===== src/rtl/arb4_rr_pkg.sv =====
// Shared types and helpers for the four-requester round-robin arbiter.
package arb4_rr_pkg;

  localparam int unsigned NUM_REQ = 4;
  localparam int unsigned IDX_W   = 2;

  typedef enum logic [1:0] {
    S_IDLE  = 2'd0,
    S_GRANT = 2'd1,
    S_GAP   = 2'd2
  } arb_state_e;

  // One-hot decode of a requester index.
  function automatic logic [NUM_REQ-1:0] onehot4(input logic [IDX_W-1:0] idx);
    logic [NUM_REQ-1:0] oh;
    oh      = '0;
    oh[idx] = 1'b1;
    return oh;
  endfunction

endpackage


===== src/rtl/arb4_rr_pick.sv =====
// Combinational round-robin picker: rotate the request bus so the slot after
// ptr lands at bit 0, priority-encode the lowest set bit, then unrotate.
module arb4_rr_pick
  import arb4_rr_pkg::*;
(
  input  logic [NUM_REQ-1:0] req,
  input  logic [IDX_W-1:0]   ptr,
  output logic [IDX_W-1:0]   win_idx,
  output logic               any
);

  logic [IDX_W-1:0]   base;
  logic [NUM_REQ-1:0] rot;
  logic [IDX_W-1:0]   enc;

  // Search starts one past the last owner; index arithmetic wraps modulo 4.
  assign base = ptr + IDX_W'(1);

  // Rotate so rot[0] is the highest-priority requester.
  always_comb begin
    rot = '0;
    for (int i = 0; i < NUM_REQ; i++) begin
      rot[i] = req[base + IDX_W'(i)];
    end
  end

  // Priority-encode: scan downwards so the lowest set bit is written last.
  always_comb begin
    enc = '0;
    for (int i = NUM_REQ - 1; i >= 0; i--) begin
      if (rot[i]) enc = IDX_W'(i);
    end
  end

  assign win_idx = base + enc;
  assign any     = |req;

endmodule


===== src/rtl/arb4_rr_ctl.sv =====
// Four-requester round-robin arbiter with registered one-hot grant, a one-cycle
// dead gap between grants and a bounded hold counter against starvation.
// Optional feature: define ARB4_RR_LOCK_EN to add a LOCK input that suppresses
// preemption (and freezes the hold counter) while a grant is active.
// HOLD_MAX must lie in 2..255 and 2**CNT_W must exceed HOLD_MAX.
module arb4_rr_ctl
  import arb4_rr_pkg::*;
#(
  parameter int unsigned HOLD_MAX = 8,
  parameter int unsigned CNT_W    = 8
) (
  input  logic               CLK,
  input  logic               RN,
  input  logic [NUM_REQ-1:0] REQ,
`ifdef ARB4_RR_LOCK_EN
  input  logic               LOCK,
`endif
  output logic [NUM_REQ-1:0] GNT,
  output logic               GNT_VLD,
  output logic [IDX_W-1:0]   GNT_ID,
  output logic               IDLE
);

  localparam logic [CNT_W-1:0] CNT_LAST = CNT_W'(HOLD_MAX - 1);

  arb_state_e         state_q;
  logic [IDX_W-1:0]   ptr_q;
  logic [CNT_W-1:0]   cnt_q;
  logic [NUM_REQ-1:0] gnt_q;
  logic               gnt_vld_q;
  logic [IDX_W-1:0]   gnt_id_q;

  logic [IDX_W-1:0]   win_idx;
  logic               req_any;
  logic               owner_req;
  logic               competitor;
  logic               lock_act;

`ifdef ARB4_RR_LOCK_EN
  assign lock_act = LOCK;
`else
  assign lock_act = 1'b0;
`endif

  arb4_rr_pick u_pick (
    .req     (REQ),
    .ptr     (ptr_q),
    .win_idx (win_idx),
    .any     (req_any)
  );

  assign owner_req  = REQ[ptr_q];
  assign competitor = |(REQ & ~onehot4(ptr_q));

  // Arbitration FSM; grant outputs are registered alongside the state.
  always_ff @(posedge CLK or negedge RN) begin
    if (!RN) begin
      state_q   <= S_IDLE;
      ptr_q     <= IDX_W'(NUM_REQ - 1);
      cnt_q     <= '0;
      gnt_q     <= '0;
      gnt_vld_q <= 1'b0;
      gnt_id_q  <= '0;
    end else begin
      case (state_q)
        S_IDLE, S_GAP: begin
          if (req_any) begin
            state_q   <= S_GRANT;
            ptr_q     <= win_idx;
            cnt_q     <= '0;
            gnt_q     <= onehot4(win_idx);
            gnt_vld_q <= 1'b1;
            gnt_id_q  <= win_idx;
          end else begin
            state_q   <= S_IDLE;
            gnt_q     <= '0;
            gnt_vld_q <= 1'b0;
            gnt_id_q  <= '0;
          end
        end
        S_GRANT: begin
          // Release wins over timeout; both end in the same gap.
          if (!owner_req || (!lock_act && (cnt_q == CNT_LAST) && competitor)) begin
            state_q   <= S_GAP;
            gnt_q     <= '0;
            gnt_vld_q <= 1'b0;
            gnt_id_q  <= '0;
          end else if (!lock_act && (cnt_q != CNT_LAST)) begin
            cnt_q <= cnt_q + CNT_W'(1);
          end
        end
        default: begin
          state_q   <= S_IDLE;
          gnt_q     <= '0;
          gnt_vld_q <= 1'b0;
          gnt_id_q  <= '0;
        end
      endcase
    end
  end

  assign GNT     = gnt_q;
  assign GNT_VLD = gnt_vld_q;
  assign GNT_ID  = gnt_id_q;
  // NOR4 idle detect, independent of reset.
  assign IDLE    = ~|REQ;

endmodule


===== config.mk =====
export PLATFORM = sky130hd
export DESIGN_NAME = arb4_rr_ctl
export DESIGN_NICKNAME = d
export VERILOG_FILES = /design/src/rtl/arb4_rr_pkg.sv /design/src/rtl/arb4_rr_pick.sv /design/src/rtl/arb4_rr_ctl.sv
export SDC_FILE = /design/constraint.sdc
export NUM_CORES = 1
export LEC_CHECK = 0
export BUFFER_PORTS_ARGS = -buffer_cell sky130_fd_sc_hd__buf_2
export CELL_PAD_IN_SITES_DETAIL_PLACEMENT = 0
export CELL_PAD_IN_SITES_GLOBAL_PLACEMENT = 1
export CORE_ASPECT_RATIO = 1.4
export CORE_UTILIZATION = 44
export DETAILED_ROUTE_END_ITERATION = 8
export GPL_ROUTABILITY_DRIVEN = 0
export PLACE_DENSITY_LB_ADDON = 0.1
export SETUP_SLACK_MARGIN = 0.1
export SYNTH_ARGS = -nofsm -noshare
export SYNTH_HDL_FRONTEND = slang
export SYNTH_SLANG_ARGS = --single-unit

===== constraint.sdc =====
create_clock -name CLK -period 2.93 [get_ports CLK]
set_input_delay 0.4395 -clock CLK [delete_from_list [all_inputs] [get_ports CLK]]
set_output_delay 0.4395 -clock CLK [all_outputs]
set_load 0.1 [all_outputs]

Yosys cells after proc, flatten, opt, wreduce, memory -nomap -nowiden

Index checks and enable logic that the tools add are counted.

Register bits after elaboration: 19
Latch bits: 0
RAM bits: 0
Memory bits (read-only): 0
Output and inout port bits: 8
Input bits: 6
Memories kept: 0

Equal/unequal tests: 8
Divide/modulo/power cells: 0
Mux-type cells: 34
Add/subtract/negate cells: 6
$mul: 0
Reduce and logical (&&, ||, !) cells: 13
Bitwise logic cells: 2
$lt $le $gt $ge: 8
Shift operators: 0

Operators with widths:

| kind                | number |
|---|---|
| $mux 8              | 3 |
| $lt 2x3->1 const B  | 6 |
| $pmux 8 s2          | 1 |
| $mux 2              | 7 |
| $bmux 1 s2          | 5 |
| $mux 1              | 10 |
| $add 8x1->8 const B | 1 |
| $eq 8x3->1 const B  | 1 |
| $mux 4              | 2 |
| $ne 2x2->1 const B  | 4 |
| $ne 8x3->1 const B  | 1 |
| $pmux 2 s2          | 2 |
| $pmux 4 s2          | 1 |
| $reduce_or 4->1     | 2 |
| $add 2x1->2 const B | 2 |
| $add 2x2->2 const B | 2 |
| $and 4x4->4         | 1 |
| $demux 1 s2         | 2 |
| $ge 2x1->1 const B  | 2 |
| $not 4->4           | 1 |
| $reduce_and 4->1    | 1 |
| $logic_and 1x1->1   | 3 |
| $add 2x2->2         | 1 |
| $eq 2x1->1 const B  | 1 |
| 8 further kinds     | 9 |

Logic depth before layout (Yosys ltp)

Gate-level depths: netlist (run 1).

Word-level depth: 15
Depth in mapped cells: 13
Mapped depth without buffers: 11

Hierarchy

A second synthesis (run 1) with hierarchy kept.

Cell total of the unflattened synthesis: 133
Area, all modules: 1,214.9 um^2

By module, submodules not included:

| module       | instances | area an instance (um^2) | cells an instance |
|---|---|---|---|
| arb4_rr_ctl  | 1         | 1,014.7                 | 107 |
| arb4_rr_pick | 1         | 200.2                   | 26 |

Worst setup path after synthesis (run 1)

Ideal clock, no wire load.

Path type: input -> register
Start: in REQ[2]
End: reg cnt_q[1]
Path slack: -0.343 ns
Buffers on the path: 2
Required time: 2.835 ns
Stages on the path: 5
Data arrival time: 3.177 ns
Path through: buf_4 -> nor4_2 -> nor2_1 -> buf_2 -> o31ai_1

Cells in the longest elaborated chain, start to end: 6

RTL lines:

| what                                                            | line                                 | RTL |
|---|---|---|
| start: declaration                                              | arb4_rr_ctl.sv:14                    | `input logic [NUM_REQ-1:0] REQ,` |
| $bmux 1 s2 or $and 4x4->4 (tied branches)                       | arb4_rr_ctl.sv:52, arb4_rr_ctl.sv:53 |  |
| $mux 1 (not written as such) or $reduce_or 4->1 (tied branches) | arb4_rr_ctl.sv:52, arb4_rr_ctl.sv:53 |  |
| $logic_not 1->1 or $logic_and 1x1->1 (tied branches)            | arb4_rr_ctl.sv:83                    | `if (!owner_req \|\| (!lock_act && (cnt_q == CNT_LAST) && competitor)) begin` |
| $logic_or 1x1->1                                                | arb4_rr_ctl.sv:83                    |  |
| $ne 2x2->1 (no line)                                            | --                                   |  |
| $reduce_and 4->1 (no line) (*)                                  | --                                   |  |
| end signal: assignment                                          | arb4_rr_ctl.sv:89                    | `cnt_q <= cnt_q + CNT_W'(1);` |
| end: declaration                                                | arb4_rr_ctl.sv:28                    | `logic [CNT_W-1:0] cnt_q;` |

Mark *: on every way between the ends. The rest lies on a longest branch, timed or not. The select of a mux whose other input is x is not followed.
A chain may end at the register's enable or synchronous reset.

Final worst setup path (run 1)

Start: reg ptr_q[0]
End: reg gnt_q[3] (netlist: GNT[3])

Cells in the longest elaborated chain, start to end: 15

RTL lines:

| what                                                           | line               | RTL |
|---|---|---|
| start: declaration                                             | arb4_rr_ctl.sv:27  | `logic [IDX_W-1:0] ptr_q;` |
| start signal: assignment                                       | arb4_rr_ctl.sv:59  | `ptr_q <= IDX_W'(NUM_REQ - 1);` |
| start signal: assignment                                       | arb4_rr_ctl.sv:69  | `ptr_q <= win_idx;` |
| $add 2x1->2                                                    | arb4_rr_pick.sv:17 | `assign base = ptr + IDX_W'(1);` |
| $add 2x2->2                                                    | arb4_rr_pick.sv:23 | `rot[i] = req[base + IDX_W'(i)];` |
| $bmux 1 s2                                                     | arb4_rr_pick.sv:23 |  |
| $mux 1 (not written as such)                                   | arb4_rr_pick.sv:23 |  |
| $mux 2 (4 in series)                                           | arb4_rr_pick.sv:31 | `if (rot[i]) enc = IDX_W'(i);` |
| $add 2x2->2                                                    | arb4_rr_pick.sv:35 | `assign win_idx = base + enc;` |
| $lt 2x3->1 (not written as such) or $ge 2x1->1 (tied branches) | arb4_rr_pkg.sv:17  | `oh[idx] = 1'b1;` |
| $logic_and 1x1->1 (not written as such)                        | arb4_rr_pkg.sv:17  |  |
| $mux 1 (not written as such)                                   | arb4_rr_pkg.sv:17  |  |
| $demux 1 s2                                                    | arb4_rr_pkg.sv:17  |  |
| $mux 4                                                         | arb4_rr_ctl.sv:67  | `if (req_any) begin` |
| $pmux 4 s2                                                     | arb4_rr_ctl.sv:65  | `case (state_q)` |
| end signal: assignment                                         | arb4_rr_ctl.sv:71  | `gnt_q <= onehot4(win_idx);` |
| end: declaration                                               | arb4_rr_ctl.sv:29  | `logic [NUM_REQ-1:0] gnt_q;` |

Several ways; a longest one is shown, not always the timed one. The select of a mux whose other input is x is not followed.

==> results of run 1 <==
==> state kept, by name, summed over array words and instances (netlist names) <==
name,flops
ptr_q,2
state_q,2
GNT_ID,2
GNT,4
cnt_q,8
==> cell usage in the layout, fill, tap and decap left out, types with 2 or more instances in the layout <==
| cell type | instances |
|---|---|
| dfrtp_1 | 16 |
| xor2_1 | 6 |
| dfstp_2 | 2 |
| a22o_1 | 3 |
| nor3b_1 | 3 |
| o2bb2ai_1 | 2 |
| nand2_1 | 8 |
| nor2_1 | 9 |
| nor3_1 | 2 |
| ha_1 | 5 |
| buf_2 | 13 |
| nand2b_1 | 3 |
| clkbuf_4 | 3 |
| nor2b_1 | 3 |
| nand4_1 | 3 |
| o21ai_0 | 4 |
| a21oi_1 | 4 |
| inv_1 | 4 |
==> where the power goes <==
part / internal, mW / switching [mW] / leakage [nW]
registers: 0.329 / 0.0626 / 0.235
logic: 0.305 / 0.566 / 0.301
clock network: 0.0756 / 0.0760 / 0.0210
==> metal layers <==
| layer | vias up | share of wire | track usage | wire length [um] |
|---|---|---|---|---|
| li1 | 403 | - | - | - |
| met1 | 398 | 0.46 | 0.222 | 950 |
| met2 | 8 | 0.51 | 0.321 | 1060 |
| met3 | 4 | 0.015 | 0.0260 | 31 |
| met4 | 0 | 0.017 | 0.0909 | 35 |
| met5 | - | 0 | 0 | 0 |
==> layout make-up <==
type | instances | area share
timing repair buffer | 13 | 0.0527
clock buffer | 4 | 0.0294
sequential | 18 | 0.367
tap | 34 | 0.0345
inverter | 4 | 0.0122
multi-input combinational | 80 | 0.504
==> final timing paths <==
| path | slack [ns] | endpoint | startpoint |
|---|---|---|---|
| worst max-delay path | 0.34 | GNT[3] | ptr_q[0] |
| worst min-delay path | 0.06 | state_q[1] | RN |
| worst max register to register | 0.34 | GNT[3] | ptr_q[0] |
| worst min register to register | 0.49 | GNT[0] | GNT[0] |
| max in group asynchronous | 2.54 | ptr_q[1] | RN |
| min in group CLK | 0.49 | GNT[0] | GNT[0] |
==> logic make-up after synthesis <==
kind of cell | after synthesis | share of synthesized area
adders and majority gates | 6 | 0.0670
AOI/OAI and AO/OA | 21 | 0.142
xor gates and xnor gates | 8 | 0.0693
DFF | 18 | 0.404
buffers and inverters | 10 | 0.0592
and+or+nand+nor | 42 | 0.219
muxes | 3 | 0.0391
==> through the flow <==
step	util	hold slack, ns
2_1_floorplan	-	0.144
3_3_place_gp	0.496	0.389
3_5_place_dp	0.496	0.392
4_1_cts	0.511	0.0648
5_1_grt	0.516	0.0777
6_report	0.516	0.0645
==> flow_results.xml, run 1 <==
<?xml version="1.0" encoding="UTF-8"?>
<metrics>
  <group name="floorplanning">
    <metric name="row_count" unit="">21</metric>
    <metric name="core_region_area" unit="mm^2">0.00239</metric>
    <metric name="initial_core_util" unit="">0.468</metric>
    <metric name="floorplan.die.width" unit="um">44.6</metric>
    <metric name="io_pins" unit="">14</metric>
    <metric name="fp.dieH" unit="um">61.7</metric>
    <metric name="dieArea" unit="mm^2">0.00275</metric>
  </group>
  <group name="detailed_routing">
    <metric name="firstDrtPassIters" unit="">3</metric>
    <metric name="avgViaCountPerCell" unit="">5.31</metric>
    <metric name="vias" unit="">813</metric>
    <metric name="post-route-drc-count" unit="">0</metric>
    <metric name="first_iter_violations" unit="">4</metric>
    <metric name="totalWireLength" unit="um">2080</metric>
    <metric name="antenna_violating_nets_post_route" unit="">0</metric>
    <metric name="wl_per_cell" unit="um">13.6</metric>
  </group>
  <group name="global_route">
    <metric name="grt_pass1_vias" unit="">820</metric>
    <metric name="gr-usage-all-layers" unit="">0.184</metric>
    <metric name="grt_start_max_net_pins" unit="">19</metric>
    <metric name="grt_first_pass_wirelength" unit="um">3670</metric>
    <metric name="grt_antenna_before_repair" unit="">0</metric>
    <metric name="gr-total-overflow" unit="">0</metric>
  </group>
  <group name="finish">
    <metric name="final.fill_count" unit="">234</metric>
    <metric name="final-seq-area" unit="um^2">453</metric>
    <metric name="multi_input_area" unit="um^2">622</metric>
    <metric name="antenna_cells" unit="">0</metric>
    <metric name="finalNonFillerCells" unit="">153</metric>
    <metric name="finalNetCount" unit="">132</metric>
    <metric name="post_route_cells_drive_above_1_share" unit="">0.244</metric>
    <metric name="post-route-cell-area" unit="mm^2">0.00123</metric>
    <metric name="synthToLayoutAreaGrowth" unit="%">10.2</metric>
  </group>
  <group name="power_and_ir_drop">
    <metric name="vdd_ir_drop_max" unit="mV">0.918</metric>
    <metric name="leakage_power" unit="nW">0.557</metric>
    <metric name="power_density" unit="mW/mm^2">1150</metric>
    <metric name="finalPower" unit="mW">1.41</metric>
  </group>
  <group name="yosys">
    <metric name="synth.distinct_cells" unit="">43</metric>
    <metric name="synth_edf_count" unit="">0</metric>
    <metric name="mappedNetlistArea" unit="mm^2">0.00112</metric>
    <metric name="postSynthRegisterBits" unit="">18</metric>
    <metric name="postSynth.asyncResetShare" unit="">1.00</metric>
    <metric name="register_area_share_after_synthesis" unit="">0.404</metric>
    <metric name="synth_fp_nets" unit="">120</metric>
    <metric name="ys_warn_count" unit="">0</metric>
    <metric name="syn_area_per_cell" unit="um^2">10.4</metric>
    <metric name="syn_inst" unit="">108</metric>
    <metric name="yosysTopAreaCell" unit="">dfrtp_1</metric>
    <metric name="synth_flop_cell" unit="">dfrtp_1</metric>
    <metric name="synth_commonest_cells" unit="">dfrtp_1, nor2_1, nand2_1</metric>
    <metric name="yosys.cell_count.top_type" unit="">dfrtp_1</metric>
    <metric name="yosys.area.top_type_share" unit="">0.358</metric>
    <metric name="synthTopCellsByArea" unit="">dfrtp_1, ha_1, dfstp_2</metric>
  </group>
  <group name="clocking">
    <metric name="cts.htree.levels" unit="">1</metric>
    <metric name="ctsResizeCount" unit="">0</metric>
    <metric name="cts_num_sinks" unit="">18</metric>
    <metric name="ctsRootBufferMaster" unit="">clkbuf_4</metric>
    <metric name="cts_buffers" unit="">3</metric>
    <metric name="postCtsSetupRepairBufs" unit="">0</metric>
    <metric name="cts_tree" unit="">done</metric>
    <metric name="maximum_number_of_buffers_from_clock_root_to_sink" unit="">2</metric>
    <metric name="clock_transition_time_at_the_flip_flop_clock_pins_of_the_worst_setup_and_hold_paths" unit="ns">0.10</metric>
    <metric name="insertion_delay" unit="ns">0.29</metric>
    <metric name="post_cts_hold_buffer_count" unit="">0</metric>
  </group>
  <group name="job">
    <metric name="max_cap_viol_count" unit="">0</metric>
  </group>
  <group name="sta">
    <metric name="max-slew-margin-rel" unit="">0.383</metric>
    <metric name="rsz_0062_raised_after_global_routing" unit="">no</metric>
    <metric name="worstMarginPinSlew" unit="ns">0.923</metric>
    <metric name="finalClockSkew" unit="ns">0.00433</metric>
    <metric name="setup_viol_count_final" unit="">0</metric>
    <metric name="max_clock_freq" unit="GHz">0.387</metric>
    <metric name="tns" unit="ns">0</metric>
    <metric name="final_min_period_over_clock_period" unit="">0.883</metric>
    <metric name="layout_min_cycle_time" unit="ns">2.59</metric>
    <metric name="finalHoldViolations" unit="">0</metric>
    <metric name="layout_setup_ws" unit="ns">0.343</metric>
    <metric name="pins_over_slew_limit" unit="">0</metric>
  </group>
  <group name="critical_path">
    <metric name="slowest_stage" unit="">dfstp_2</metric>
    <metric name="endpoint_kind" unit="">flop</metric>
    <metric name="path_cells" unit="">inv_1, ha_4, nand2_1, a21oi_1, nor2_1, a21oi_1, a21oi_1, ha_1, xnor2_1, xnor2_2, a32o_1</metric>
    <metric name="worst-endpoint-required" unit="ns">3.11</metric>
    <metric name="cpPeakStageDelay" unit="ns">0.65</metric>
    <metric name="cp.depth" unit="">11</metric>
    <metric name="timing_worst_setup_path_type" unit="">flop to flop</metric>
    <metric name="critical_path.max_fanout" unit="">11</metric>
    <metric name="reg2reg_path_depth" unit="">11</metric>
    <metric name="critical_path_arrival" unit="ns">2.77</metric>
    <metric name="cp_common_cell" unit="">a21oi_1</metric>
    <metric name="worstSetupStartpointType" unit="">flop</metric>
    <metric name="cp_top_family" unit="">flip-flops</metric>
    <metric name="cp_num_buf_inv" unit="">1</metric>
  </group>
  <group name="min_path">
    <metric name="min-delay-path-class" unit="">input pin to async pin</metric>
  </group>
  <group name="placed_design">
    <metric name="postPlaceCellArea" unit="mm^2">0.00118</metric>
    <metric name="pre_cts_slack" unit="ns">0.194</metric>
    <metric name="placedCellCount" unit="">149</metric>
    <metric name="place.detailed.hpwl" unit="um">1560</metric>
    <metric name="placement.io_buffers" unit="">13</metric>
  </group>
  <group name="run_status">
    <metric name="status" unit="">complete, no violations</metric>
  </group>
</metrics>
No activity file was read; power rests on OpenSTA's default activity.
==> inputs of run 2 (changes only) <==
- CORE_UTILIZATION: 44 -> 39
- GPL_TIMING_DRIVEN: unset -> 0
- REMOVE_ABC_BUFFERS: unset -> 1
- clock period: 2.93 -> 2.3 ns (I/O delays scaled with it)
==> run 2 against run 1 <==
Compared with the run above: wire length is 4.8% higher; die area is 12% higher; critical path type unchanged; cell count is 6.5% higher; critical path depth is 1 higher; highest routed layer unchanged; count of clock-buffer cells in the layout stayed put; largest power group unchanged; utilization is 2.1 points lower; clock skew is 0.0023 ns lower.
==> flow_results.xml, run 2 (synthesized netlist as in run 1, its figures left out) <==
<?xml version="1.0" encoding="UTF-8"?>
<metrics>
  <group name="floorplanning">
    <metric name="fp.dieH" unit="um">65.4</metric>
    <metric name="initial_core_util" unit="">0.419</metric>
    <metric name="core_region_area" unit="mm^2">0.00267</metric>
    <metric name="floorplan.die.width" unit="um">47.3</metric>
    <metric name="io_pins" unit="">14</metric>
    <metric name="row_count" unit="">22</metric>
    <metric name="dieArea" unit="mm^2">0.00309</metric>
  </group>
  <group name="detailed_routing">
    <metric name="first_iter_violations" unit="">29</metric>
    <metric name="post-route-drc-count" unit="">0</metric>
    <metric name="maxUsedRoutingLayer" unit="">met4</metric>
    <metric name="firstDrtPassIters" unit="">4</metric>
    <metric name="wl_per_cell" unit="um">13.3</metric>
    <metric name="met2_wirelength" unit="um">1060</metric>
    <metric name="antenna_violating_nets_post_route" unit="">0</metric>
    <metric name="totalWireLength" unit="um">2180</metric>
    <metric name="vias" unit="">855</metric>
    <metric name="wirelength_met1" unit="um">1010</metric>
    <metric name="avgViaCountPerCell" unit="">5.25</metric>
    <metric name="wl_met3" unit="um">49</metric>
  </group>
  <group name="finish">
    <metric name="final_cell_mix" unit="">dfrtp_1, buf_2, nor2_1, nand2_1</metric>
    <metric name="finalNetCount" unit="">140</metric>
    <metric name="leading_cell_type_in_the_layout_fill_and_taps_excluded" unit="">dfrtp_1</metric>
    <metric name="finalNonFillerCells" unit="">163</metric>
    <metric name="post-route-cell-area" unit="mm^2">0.00132</metric>
    <metric name="final.fill_count" unit="">256</metric>
    <metric name="layout.core_utilization" unit="">0.495</metric>
    <metric name="antenna_cells" unit="">0</metric>
    <metric name="post_route_cells_drive_above_1_share" unit="">0.339</metric>
    <metric name="largest_register" unit="">cnt_q</metric>
    <metric name="largest_reg_flops" unit="">8</metric>
    <metric name="synthToLayoutAreaGrowth" unit="%">18.0</metric>
  </group>
  <group name="critical_path">
    <metric name="path_cells" unit="">inv_4, ha_4, nand2_2, a21oi_2, nor2_1, a21oi_1, a21oi_1, ha_2, xnor2_2, xnor2_2, buf_6, mux2_4</metric>
    <metric name="timing_worst_setup_path_type" unit="">flop to flop</metric>
    <metric name="critical_path_arrival" unit="ns">2.49</metric>
    <metric name="cpPeakStageDelay" unit="ns">0.57</metric>
    <metric name="worst-endpoint-required" unit="ns">2.53</metric>
    <metric name="critical_path.max_fanout" unit="">6</metric>
    <metric name="slowest_stage" unit="">dfstp_2</metric>
    <metric name="endpoint_kind" unit="">flop</metric>
    <metric name="cp_num_buf_inv" unit="">2</metric>
    <metric name="worstSetupStartpointType" unit="">flop</metric>
    <metric name="cp_top_family" unit="">flip-flops</metric>
  </group>
  <group name="power_and_ir_drop">
    <metric name="power_density" unit="mW/mm^2">1570</metric>
    <metric name="leakage_power" unit="nW">0.603</metric>
    <metric name="vdd_ir_drop_max" unit="mV">0.927</metric>
  </group>
  <group name="clocking">
    <metric name="cts.htree.levels" unit="">1</metric>
    <metric name="ctsRootBufferMaster" unit="">clkbuf_4</metric>
    <metric name="cts_num_sinks" unit="">18</metric>
    <metric name="insertion_delay" unit="ns">0.29</metric>
    <metric name="maximum_number_of_buffers_from_clock_root_to_sink" unit="">2</metric>
    <metric name="cts_tree" unit="">done</metric>
    <metric name="cts_buffers" unit="">3</metric>
    <metric name="clock_transition_time_at_the_flip_flop_clock_pins_of_the_worst_setup_and_hold_paths" unit="ns">0.10</metric>
  </group>
  <group name="global_route">
    <metric name="gr-usage-all-layers" unit="">0.174</metric>
    <metric name="gr-total-overflow" unit="">0</metric>
    <metric name="grt_pass1_vias" unit="">846</metric>
    <metric name="grt_antenna_before_repair" unit="">0</metric>
    <metric name="grt_first_pass_wirelength" unit="um">3840</metric>
    <metric name="grt_start_max_net_pins" unit="">19</metric>
  </group>
  <group name="placed_design">
    <metric name="placement.io_buffers" unit="">13</metric>
    <metric name="postPlaceCellArea" unit="mm^2">0.00118</metric>
    <metric name="place.detailed.hpwl" unit="um">1540</metric>
    <metric name="placedCellCount" unit="">151</metric>
  </group>
  <group name="sta">
    <metric name="max-slew-margin-rel" unit="">0.381</metric>
    <metric name="setup_viol_count_final" unit="">0</metric>
    <metric name="final_min_period_over_clock_period" unit="">0.983</metric>
    <metric name="pins_over_slew_limit" unit="">0</metric>
    <metric name="finalHoldViolations" unit="">0</metric>
    <metric name="layout_min_cycle_time" unit="ns">2.26</metric>
    <metric name="worstMarginPinSlew" unit="ns">0.925</metric>
    <metric name="max_clock_freq" unit="GHz">0.442</metric>
    <metric name="finalClockSkew" unit="ns">0.00204</metric>
    <metric name="rsz_0062_raised_after_global_routing" unit="">yes</metric>
  </group>
  <group name="min_path">
    <metric name="min-delay-path-class" unit="">input pin to async pin</metric>
  </group>
  <group name="job">
    <metric name="max_cap_viol_count" unit="">0</metric>
  </group>
  <group name="run_status">
    <metric name="status" unit="">complete, no violations</metric>
  </group>
</metrics>
==> run 2: path summary, 6_finish.rpt <==
path | from | end | slack [ns] | cells after the start
worst max-delay path | ptr_q[0] | ptr_q[1] | 0.04 | 12
worst min-delay path | RN | GNT_ID[1] | 0.49 | 2
worst max register to register | ptr_q[0] | ptr_q[1] | 0.04 | 12
worst min register to register | GNT[3] | GNT[3] | 0.50 | 1
max in group asynchronous | RN | ptr_q[1] | 1.49 | 2
min in group CLK | GNT[3] | GNT[3] | 0.50 | 1
==> run 2: area by class of cell <==
class | count | area [um^2] | area share
multi-input cells | 80 | 638 | 0.483
clock buffers | 4 | 36.3 | 0.0275
well taps | 36 | 45.0 | 0.0341
flip-flops and latches | 18 | 453 | 0.343
repair buffers | 21 | 131 | 0.0994
inverters | 4 | 17.5 | 0.0133
==> run 2: metal layers <==
metal	global-route usage	vias up
li1	-	422
met1	0.217	412
met2	0.276	16
met3	0.0247	5
met4	0.0964	0
met5	0	-
==> run 2: what timing repair did <==
action	in CTS	in global routing
hold endpoints to repair	16	0
hold buffers	1	0
gates resized for setup	6	7
endpoints found under the setup margin	8	7
buffers inserted	3	4
pin swaps	4	6
==> run 2: power by group <==
group	internal [mW]	switching, mW	leakage [nW]
clock network	0.0965	0.0958	0.0210
logic	0.581	0.833	0.347
registers	0.418	0.0544	0.235
==> run 2: through the flow <==
stage	setup slack (ns)	hold slack, ns	setup TNS [ns]	power (mW)
after floorplan	-1.04	0.0494	-13.91	1.38
after global placement	-0.509	0.290	-3.11	1.58
after detailed placement	-0.570	0.298	-3.54	1.59
after CTS	0.0195	0.500	0	1.92
after global routing	-0.0870	0.522	-0.271	2.22
final	0.0382	0.494	0	2.08
==> inputs of run 3 (changes only) <==
- HOLD_SLACK_MARGIN: unset -> 0.1
- RECOVER_POWER: unset -> 50
==> run 3 against run 2 <==
Compared with the run above: utilization shrank 0.14 points; flip-flop and latch count is the same; design area shrank 0.28%; via count shrank 0.23%; highest routed layer unchanged.
==> flow_results.xml, run 3 (synthesized netlist as in run 1, its figures left out) <==
<?xml version="1.0" encoding="UTF-8"?>
<metrics>
  <group name="sta">
    <metric name="rsz_0062_raised_after_global_routing" unit="">yes</metric>
    <metric name="max-slew-margin-rel" unit="">0.230</metric>
    <metric name="setup_viol_count_final" unit="">0</metric>
    <metric name="finalClockSkew" unit="ns">0.00202</metric>
    <metric name="max_clock_freq" unit="GHz">0.442</metric>
    <metric name="layout_min_cycle_time" unit="ns">2.26</metric>
    <metric name="pins_over_slew_limit" unit="">0</metric>
    <metric name="worstMarginPinSlew" unit="ns">1.16</metric>
    <metric name="final_min_period_over_clock_period" unit="">0.983</metric>
    <metric name="finalHoldViolations" unit="">0</metric>
  </group>
  <group name="finish">
    <metric name="synthToLayoutAreaGrowth" unit="%">17.7</metric>
    <metric name="antenna_cells" unit="">0</metric>
    <metric name="largest_reg_flops" unit="">8</metric>
    <metric name="post_route_cells_drive_above_1_share" unit="">0.315</metric>
    <metric name="finalNetCount" unit="">140</metric>
    <metric name="largest_register" unit="">cnt_q</metric>
    <metric name="final_cell_mix" unit="">dfrtp_1, buf_2, nor2_1, nand2_1</metric>
    <metric name="finalNonFillerCells" unit="">163</metric>
    <metric name="leading_cell_type_in_the_layout_fill_and_taps_excluded" unit="">dfrtp_1</metric>
  </group>
  <group name="min_path">
    <metric name="min-delay-path-class" unit="">flop to flop</metric>
    <metric name="whs_path_depth" unit="">1</metric>
    <metric name="startpoint_of_the_worst_hold_path" unit="">GNT[3]</metric>
    <metric name="min_delay_worst_endpoint" unit="">GNT[3]</metric>
  </group>
  <group name="detailed_routing">
    <metric name="antenna_violating_nets_post_route" unit="">0</metric>
    <metric name="first_iter_violations" unit="">29</metric>
    <metric name="avgViaCountPerCell" unit="">5.23</metric>
    <metric name="firstDrtPassIters" unit="">4</metric>
    <metric name="vias" unit="">853</metric>
    <metric name="post-route-drc-count" unit="">0</metric>
    <metric name="totalWireLength" unit="um">2180</metric>
    <metric name="wl_per_cell" unit="um">13.3</metric>
  </group>
  <group name="clocking">
    <metric name="maximum_number_of_buffers_from_clock_root_to_sink" unit="">2</metric>
    <metric name="insertion_delay" unit="ns">0.29</metric>
    <metric name="cts_num_sinks" unit="">18</metric>
    <metric name="cts_tree" unit="">done</metric>
    <metric name="cts.htree.levels" unit="">1</metric>
    <metric name="cts_buffers" unit="">3</metric>
    <metric name="ctsRootBufferMaster" unit="">clkbuf_4</metric>
    <metric name="clock_transition_time_at_the_flip_flop_clock_pins_of_the_worst_setup_and_hold_paths" unit="ns">0.10</metric>
  </group>
  <group name="floorplanning">
    <metric name="dieArea" unit="mm^2">0.00309</metric>
    <metric name="initial_core_util" unit="">0.419</metric>
    <metric name="row_count" unit="">22</metric>
    <metric name="io_pins" unit="">14</metric>
    <metric name="core_region_area" unit="mm^2">0.00267</metric>
    <metric name="fp.dieH" unit="um">65.4</metric>
    <metric name="floorplan.die.width" unit="um">47.3</metric>
  </group>
  <group name="global_route">
    <metric name="gr-usage-all-layers" unit="">0.174</metric>
    <metric name="grt_start_max_net_pins" unit="">19</metric>
    <metric name="grt_antenna_before_repair" unit="">0</metric>
    <metric name="global_route.peak_usage_layer" unit="">met2</metric>
    <metric name="gr-total-overflow" unit="">0</metric>
    <metric name="grt_first_pass_wirelength" unit="um">3840</metric>
    <metric name="grt_pass1_vias" unit="">846</metric>
    <metric name="gr-usage-met3" unit="">0.0247</metric>
    <metric name="grt.met2_usage" unit="">0.276</metric>
    <metric name="gr-usage-met1" unit="">0.217</metric>
  </group>
  <group name="critical_path">
    <metric name="critical_path.max_fanout" unit="">6</metric>
    <metric name="worstSetupStartpointType" unit="">flop</metric>
    <metric name="reg2reg_path_depth" unit="">12</metric>
    <metric name="setup_slack_reg_to_reg" unit="ns">0.04</metric>
    <metric name="endpoint_kind" unit="">flop</metric>
    <metric name="critical_path.startpoint" unit="">ptr_q[0]</metric>
    <metric name="timing_worst_setup_path_type" unit="">flop to flop</metric>
    <metric name="worst-endpoint-required" unit="ns">2.53</metric>
    <metric name="r2r-start" unit="">ptr_q[0]</metric>
    <metric name="crit-reg2reg-capture" unit="">ptr_q[1]</metric>
    <metric name="critical_path_arrival" unit="ns">2.49</metric>
  </group>
  <group name="power_and_ir_drop">
    <metric name="vdd_ir_drop_max" unit="mV">0.926</metric>
    <metric name="power.share.sequential" unit="">0.228</metric>
    <metric name="internal_power" unit="mW">1.09</metric>
    <metric name="power.switching_fraction" unit="">0.473</metric>
    <metric name="leakage_power" unit="nW">0.592</metric>
    <metric name="p_clk_frac" unit="">0.093</metric>
    <metric name="finalPower" unit="mW">2.07</metric>
    <metric name="combinational_share_of_power" unit="">0.679</metric>
    <metric name="switching_power" unit="mW">0.981</metric>
    <metric name="power_density" unit="mW/mm^2">1570</metric>
  </group>
  <group name="placed_design">
    <metric name="placement.io_buffers" unit="">13</metric>
    <metric name="place.detailed.hpwl" unit="um">1540</metric>
    <metric name="placedCellCount" unit="">151</metric>
  </group>
  <group name="run_status">
    <metric name="status" unit="">complete, no violations</metric>
  </group>
  <group name="job">
    <metric name="max_cap_viol_count" unit="">0</metric>
  </group>
</metrics>
-- run 3: changes by cell type in the layout (fill, tap and decap cells not counted) --
cell,previous run,this run
clkbuf_1,0,3
buf_2,13,10
-- run 3: power by group through the flow --
stage | registers, mW | logic, mW | clock network [mW]
after floorplan | 0.776 | 0.601 | 0
after global placement | 0.502 | 1.08 | 0
after detailed placement | 0.505 | 1.09 | 0
after CTS | 0.468 | 1.24 | 0.204
after global routing | 0.482 | 1.51 | 0.220
final | 0.473 | 1.41 | 0.192
-- run 3: timing repair --
item                       in CTS  in global routing
gates resized for setup         6                  7
setup buffers                   3                  4
hold endpoints to repair       16                  0
setup endpoints to repair       8                  7
pin swaps                       4                  6
hold buffers                    1                  0
-- run 3: critical path, stage by stage (launching register included) --
cell	delay, ns
dfstp_2	0.57
inv_4	0.05
ha_4	0.28
nand2_2	0.05
a21oi_2	0.12
nor2_1	0.05
a21oi_1	0.11
a21oi_1	0.09
ha_2	0.20
xnor2_2	0.20
xnor2_2	0.10
buf_6	0.13
mux2_4	0.25
-- run 3: metrics by stage --
stage | utilization | setup TNS, ns | area [um^2] | hold slack, ns | setup WS (ns)
2_1_floorplan | - | -13.91 | 1070 | 0.0494 | -1.04
3_3_place_gp | 0.441 | -3.11 | 1180 | 0.290 | -0.509
3_5_place_dp | 0.441 | -3.54 | 1180 | 0.298 | -0.570
4_1_cts | 0.476 | 0 | 1270 | 0.500 | 0.0195
5_1_grt | 0.493 | -0.271 | 1320 | 0.525 | -0.0870
6_report | 0.493 | 0 | 1320 | 0.501 | 0.0398
-- run 3: how the worst max path moves through the flow --
stage | endpoint | slack, ns | depth (start not counted)
5_1_grt | ptr_q[1] | -0.09 | 12
3_3_place_gp | GNT[3] | -0.51 | 10
4_1_cts | GNT[3] | 0.02 | 10
2_1_floorplan | GNT[3] | -1.04 | 3
3_5_place_dp | GNT[3] | -0.57 | 10
6_report | ptr_q[1] | 0.04 | 12
-- run 3: cell type report --
| class | instances | area (um^2) |
|---|---|---|
| Clock buffer | 4 | 36.3 |
| Timing Repair Buffer | 21 | 128 |
| Sequential cell | 18 | 453 |
| Inverter | 4 | 17.5 |
| Multi-Input combinational cell | 80 | 638 |
| Fill cell | 253 | 1350 |
| Tap cell | 36 | 45.0 |
-- run 3: metal layers --
layer | up-vias | wire length (um)
met2 | 14 | 1070
met3 | 5 | 47
li1 | 422 | -
met5 | - | 0
met1 | 412 | 1010
met4 | 0 | 51
